`config.mk`:
```
export PLATFORM = sky130hd
export DESIGN_NAME = sa_autosa_pdp_rdma_eg
export DESIGN_NICKNAME = d
export VERILOG_FILES = /design/src/rtl/sa_autosa_pdp_rdma_pkg.sv /design/src/rtl/sa_autosa_pdp_rdma_eg_pipe.sv /design/src/rtl/sa_autosa_pdp_rdma_eg.sv
export SDC_FILE = /design/constraint.sdc
export NUM_CORES = 1
export LEC_CHECK = 0
export ABC_AREA = 1
export CAP_MARGIN = 20
export CORE_UTILIZATION = 25
export CTS_CLUSTER_DIAMETER = 30
export DETAILED_ROUTE_END_ITERATION = 12
export PLACE_DENSITY = 0.55
export SYNTH_ARGS = -nofsm -noshare
export SYNTH_HDL_FRONTEND = slang
export SYNTH_SLANG_ARGS = --single-unit
export TNS_END_PERCENT = 30
```
`constraint.sdc`:
```
create_clock -name autosa_core_clk -period 2.1 [get_ports autosa_core_clk]
set_input_delay 0.63 -clock autosa_core_clk [delete_from_list [all_inputs] [get_ports autosa_core_clk]]
set_output_delay 0.63 -clock autosa_core_clk [all_outputs]
set_load 0.01 [all_outputs]
```
`src/rtl/sa_autosa_pdp_rdma_pkg.sv`:
```
// rtl/sa_autosa_pdp_rdma_pkg.sv - shared widths, flag positions and FSM states for the PDP RDMA egress
package sa_autosa_pdp_rdma_pkg;

  localparam int PD_W         = 78;
  localparam int DATA_W       = 64;
  localparam int LINE_END_BIT = 72;
  localparam int SURF_END_BIT = 73;
  localparam int CUBE_END_BIT = 77;
  localparam int WIDTH_W      = 13;
  localparam int HEIGHT_W     = 13;
  localparam int SURF_W       = 10;
  localparam int BEAT_W       = 32;

  typedef enum logic [1:0] {
    ST_IDLE  = 2'd0,
    ST_RUN   = 2'd1,
    ST_DRAIN = 2'd2
  } state_e;

  // Reserved pd bits stay zero.
  function automatic logic [PD_W-1:0] pack_pd(input logic [DATA_W-1:0] data,
                                              input logic line_end,
                                              input logic surface_end,
                                              input logic cube_end);
    logic [PD_W-1:0] pd;
    pd               = '0;
    pd[DATA_W-1:0]   = data;
    pd[LINE_END_BIT] = line_end;
    pd[SURF_END_BIT] = surface_end;
    pd[CUBE_END_BIT] = cube_end;
    return pd;
  endfunction

endpackage

```
`src/rtl/sa_autosa_pdp_rdma_eg_pipe.sv`:
```
// rtl/sa_autosa_pdp_rdma_eg_pipe.sv - single-entry valid/ready output register
// Accepts a new word whenever empty or being drained in the same cycle.
module sa_autosa_pdp_rdma_eg_pipe
  import sa_autosa_pdp_rdma_pkg::*;
(
  input  logic            clk_i,
  input  logic            rst_i,
  input  logic            in_valid_i,
  input  logic [PD_W-1:0] in_pd_i,
  output logic            in_ready_o,
  output logic [PD_W-1:0] out_pd_o,
  output logic            out_valid_o,
  input  logic            out_ready_i
);

  logic            valid_q, valid_d;
  logic [PD_W-1:0] pd_q, pd_d;

  assign in_ready_o  = ~valid_q | out_ready_i;
  assign out_pd_o    = pd_q;
  assign out_valid_o = valid_q;

  always_comb begin
    valid_d = valid_q;
    pd_d    = pd_q;
    if (in_valid_i && in_ready_o) begin
      valid_d = 1'b1;
      pd_d    = in_pd_i;
    end else if (out_ready_i) begin
      valid_d = 1'b0;
    end
  end

  always_ff @(posedge clk_i) begin
    if (rst_i) begin
      valid_q <= 1'b0;
      pd_q    <= '0;
    end else begin
      valid_q <= valid_d;
      pd_q    <= pd_d;
    end
  end

endmodule

```
`src/rtl/sa_autosa_pdp_rdma_eg.sv`:
```
// rtl/sa_autosa_pdp_rdma_eg.sv - PDP RDMA egress: tags read atoms with line/surface/cube ends
// Layer sequencing FSM, position counters and beat accounting around one output register.
module sa_autosa_pdp_rdma_eg
  import sa_autosa_pdp_rdma_pkg::*;
(
  input  logic                autosa_core_clk,
  input  logic                autosa_core_rst,
  input  logic                reg2dp_op_en,
  input  logic [WIDTH_W-1:0]  reg2dp_cube_in_width,
  input  logic [HEIGHT_W-1:0] reg2dp_cube_in_height,
  input  logic [SURF_W-1:0]   reg2dp_cube_in_surface,
  input  logic [DATA_W-1:0]   dma_rd_rsp_pd,
  input  logic                dma_rd_rsp_valid,
  output logic                dma_rd_rsp_ready,
  output logic [PD_W-1:0]     pdp_rdma2dp_pd,
  output logic                pdp_rdma2dp_valid,
  input  logic                pdp_rdma2dp_ready,
  output logic                rdma2reg_done,
  output logic [BEAT_W-1:0]   rdma2reg_beat_num
);

  state_e              state_q, state_d;
  logic                op_en_q;
  logic [WIDTH_W-1:0]  width_q, w_cnt_q, w_cnt_d;
  logic [HEIGHT_W-1:0] height_q, h_cnt_q, h_cnt_d;
  logic [SURF_W-1:0]   surface_q, s_cnt_q, s_cnt_d;
  logic [BEAT_W-1:0]   beat_q, beat_d, beat_num_q, beat_num_d;
  logic                done_q, done_d;

  logic start, in_valid, in_ready, accept, out_hs;
  logic line_end, surface_end, cube_end;

  // Edges are only honoured from IDLE; edges during a layer are dropped, not queued.
  assign start       = (state_q == ST_IDLE) & reg2dp_op_en & ~op_en_q;
  assign in_valid    = dma_rd_rsp_valid & (state_q == ST_RUN);
  assign accept      = in_valid & in_ready;
  assign out_hs      = pdp_rdma2dp_valid & pdp_rdma2dp_ready;

  assign line_end    = (w_cnt_q == width_q);
  assign surface_end = line_end & (h_cnt_q == height_q);
  assign cube_end    = surface_end & (s_cnt_q == surface_q);

  assign dma_rd_rsp_ready  = (state_q == ST_RUN) & in_ready;
  assign rdma2reg_done     = done_q;
  assign rdma2reg_beat_num = beat_num_q;

  sa_autosa_pdp_rdma_eg_pipe u_pipe (
    .clk_i       (autosa_core_clk),
    .rst_i       (autosa_core_rst),
    .in_valid_i  (in_valid),
    .in_pd_i     (pack_pd(dma_rd_rsp_pd, line_end, surface_end, cube_end)),
    .in_ready_o  (in_ready),
    .out_pd_o    (pdp_rdma2dp_pd),
    .out_valid_o (pdp_rdma2dp_valid),
    .out_ready_i (pdp_rdma2dp_ready)
  );

  always_comb begin
    state_d    = state_q;
    w_cnt_d    = w_cnt_q;
    h_cnt_d    = h_cnt_q;
    s_cnt_d    = s_cnt_q;
    beat_d     = beat_q;
    beat_num_d = beat_num_q;
    done_d     = 1'b0;

    if (out_hs) begin
      beat_d = beat_q + 1'b1;
    end

    case (state_q)
      ST_IDLE: begin
        if (start) begin
          state_d = ST_RUN;
          w_cnt_d = '0;
          h_cnt_d = '0;
          s_cnt_d = '0;
          beat_d  = '0;
        end
      end
      ST_RUN: begin
        if (accept && cube_end) begin
          state_d = ST_DRAIN;
        end
      end
      ST_DRAIN: begin
        // Only the cube_end atom can be held here, so this handshake closes the layer.
        if (out_hs) begin
          state_d    = ST_IDLE;
          done_d     = 1'b1;
          beat_num_d = beat_q + 1'b1;
        end
      end
      default: state_d = ST_IDLE;
    endcase

    if (accept) begin
      if (line_end) begin
        w_cnt_d = '0;
        if (h_cnt_q == height_q) begin
          h_cnt_d = '0;
          s_cnt_d = s_cnt_q + 1'b1;
        end else begin
          h_cnt_d = h_cnt_q + 1'b1;
        end
      end else begin
        w_cnt_d = w_cnt_q + 1'b1;
      end
    end
  end

  always_ff @(posedge autosa_core_clk) begin
    if (autosa_core_rst) begin
      state_q    <= ST_IDLE;
      op_en_q    <= 1'b0;
      width_q    <= '0;
      height_q   <= '0;
      surface_q  <= '0;
      w_cnt_q    <= '0;
      h_cnt_q    <= '0;
      s_cnt_q    <= '0;
      beat_q     <= '0;
      beat_num_q <= '0;
      done_q     <= 1'b0;
    end else begin
      state_q    <= state_d;
      op_en_q    <= reg2dp_op_en;
      w_cnt_q    <= w_cnt_d;
      h_cnt_q    <= h_cnt_d;
      s_cnt_q    <= s_cnt_d;
      beat_q     <= beat_d;
      beat_num_q <= beat_num_d;
      done_q     <= done_d;
      if (start) begin
        width_q   <= reg2dp_cube_in_width;
        height_q  <= reg2dp_cube_in_height;
        surface_q <= reg2dp_cube_in_surface;
      end
    end
  end

endmodule

```
==> metrics.txt <==
# Max-Cap Violations=0; critical path type=register to output pin; Die X=196.9 microns; Worst path slowest cell=clkdlybuf4s50_1; Die Ht=196.9 microns; vias=9,569; Final Hold Viols=0; diode count=0; Placed Cells=2,082; Cell variety after synth=39; NumNets Final=1,742; num ports=218; violation count after the first detailed-route iteration=446; Worst-path clk slew=0.05 ns; Area Overhead vs Synth=51.13%; Starting Density=25.32%; Mapped Cells=1,381; Non-Filler Instances=2,193; Setup-failing EPs final=0; vias per std cell=4.363; Max Clock Freq=486.2 MHz; Hold Path Class=register to register; final hold slack=0.4674 ns; CP peak stage delay=0.54 ns; unrepaired setup endpoints after global routing=false; WP buf/inv=1; most frequent cells in the layout=nor2_1 (272), nand2_1 (222), dfxtp_1 (207); ranking of synthesized cells by area=dfxtp_1 (44%), nor2_1 (11%), o21ai_0 (8.9%); Ys Warns=0; crit-path max FO=2; Fillers=4,001; share of cells above drive strength 1=11.24%; crit start category=register; largest net degree at the start of global routing=54; Crit path max-delay family=buffers and inverters; post-route ant nets=0; Tmin final=2.057 ns; CTS sink cnt=208; Pleak=6.308 nW; Finished Core Util=38.27%; first-pass GRT wire length=46,850 microns; ys async rst share=0%; syn_area_per_cell=6.873 sq um; crit-path cells=clkdlybuf4s50_1; Routed WL=29,820 microns; GR Overflow Total=0; skew final=0.03714 ns; top cell type's share of synthesized area=43.87%; CP endpoint kind=output pin; Avg WL per Cell=13.60 microns; largest buffer count on any clock path=3; DPL Wire Length=21,080 microns; GRT Resource Usage Total=15.18%; insertion delay to the later sink of the worst-skew pair=0.61 ns; Synth Register Bits=208; Pwr per Cell Area=1001 nW/um^2; sequential area share after synthesis=43.87%; Row Count=71; Die ar.=38,750 sq um; Design Power=14.35 mW; Pins Over Slew Limit=0; TritonRoute pass-1 iters=4; Core Area=37,490 sq um; Synth Cell Area=9492 sq um; DRC Markers=0; status=finished clean; H-tree depth=2; ys flop type=dfxtp_1; root buffer cell=clkbuf_16; CTS Buf Count=59; area leader, netlist=dfxtp_1; CTS tree=yes; Required @ worst endpoint=1.47 ns; VDD IR max=0.0005604 V; PortBufs=206; commonest non-fill, non-tap cell in the layout=nor2_1; EDFF count, synth=0; ratio of final minimum period to clock period=97.95%; Worst EP arrival=1.43 ns; RePlAce Congestion=0.8938; initial antenna violation count=0; vias in the first global route=9,153
synth_stat cells, drive strengths merged (20+ instances only):
| library cell | instances |
|---|---|
| nor2 | 282 |
| nand2 | 227 |
| dfxtp | 208 |
| o21ai | 172 |
| inv | 148 |
| nand3 | 80 |
| a21oi | 77 |
| clkbuf | 46 |
| buf | 30 |
| nand4 | 22 |
| nor3 | 20 |
| xor2 | 20 |
area by class of cell:
class | instances | area, sq um | share of cell area, %
flip-flops and latches | 208 | 4165 | 29.04
inverters | 152 | 573.1 | 3.995
multi-input cells | 955 | 4458 | 31.08
clock buffers | 79 | 1692 | 11.79
well taps | 511 | 639.4 | 4.457
clock inverters | 31 | 401.6 | 2.800
repair buffers | 257 | 2416 | 16.84
power breakdown:
part | switching (mW) | leakage [nW] | internal (mW)
Sequential | 0.0897 | 1.69 | 4.12
Combinational | 0.542 | 3.60 | 0.480
Clock | 2.77 | 1.02 | 6.35
metal layers:
layer	up-vias	track usage, %	routed length [microns]
li1	4941	-	-
met1	4343	18.31	13110
met2	219	25.61	14260
met3	66	3.320	1473
met4	0	7.149	980
met5	-	0	0
tightest hold or removal path: stages, from the launching register on:
cell     delay (ns)
dfxtp_1        0.30
nand2_1        0.06
a21oi_1        0.05
stage by stage:
step / TNS, ns / setup slack [ns] / area [sq um]
global placement: -52.66 / -0.6658 / 12320
detailed placement: -49.81 / -0.6393 / 12320
finish: 0 / 0.04310 / 14350
floorplan: 0 / 0.3025 / 9529
CTS: -0.04564 / -0.04564 / 14300
global route: 0 / 0.002032 / 14350
flip-flops by register name (all words and copies together), names as in the netlist:
| signal | flops |
|---|---|
| beat_q | 32 |
| h_cnt_q | 13 |
| height_q | 13 |
| op_en_q | 1 |
| rdma2reg_beat_num | 32 |
| rdma2reg_done | 1 |
| s_cnt_q | 10 |
| state_q | 2 |
| surface_q | 10 |
| u_pipe.out_pd_o | 67 |
| u_pipe.out_valid_o | 1 |
| w_cnt_q | 13 |
| width_q | 13 |
path summary, 6_finish.rpt:
check | from | depth (start not counted) | slack [ns] | endpoint
max | u_pipe.out_pd_o[39]$_SDFFE_PP0N_ | 1 | 0.04 | pdp_rdma2dp_pd[39]
min | u_pipe.out_pd_o[77]$_SDFFE_PP0N_ | 2 | 0.47 | u_pipe.out_pd_o[77]$_SDFFE_PP0N_
max reg2reg | w_cnt_q[8]$_SDFFE_PP0P_ | 12 | 0.23 | s_cnt_q[2]$_SDFF_PP0_
min reg2reg | u_pipe.out_pd_o[77]$_SDFFE_PP0N_ | 2 | 0.47 | u_pipe.out_pd_o[77]$_SDFFE_PP0N_
cells by family (layout without fill, tap and decap cells):
group                    Yosys count  count (layout)  share of synthesized area [%]
AO/OA/AOI/OAI                    268             268                          14.67
other                              1              11                        0.03951
adder cells (fa/ha/maj)            4               4                         0.5273
AND/OR/NAND/NOR                  643             643                          28.37
XOR/XNOR                          29              29                          2.676
buffers and inverters            228             519                          9.847
flip-flops                       208             208                          43.87
repair_timing:
| item | in CTS | in global routing |
|---|---|---|
| cloned | 0 | 0 |
| endpoints found under the setup margin | 94 | 8 |
| pin swaps | 1 | 1 |
| buffers inserted | 0 | 2 |
| gates resized for setup | 103 | 12 |
| hold buffers | 0 | 0 |
(Power assumes the default switching activity.)
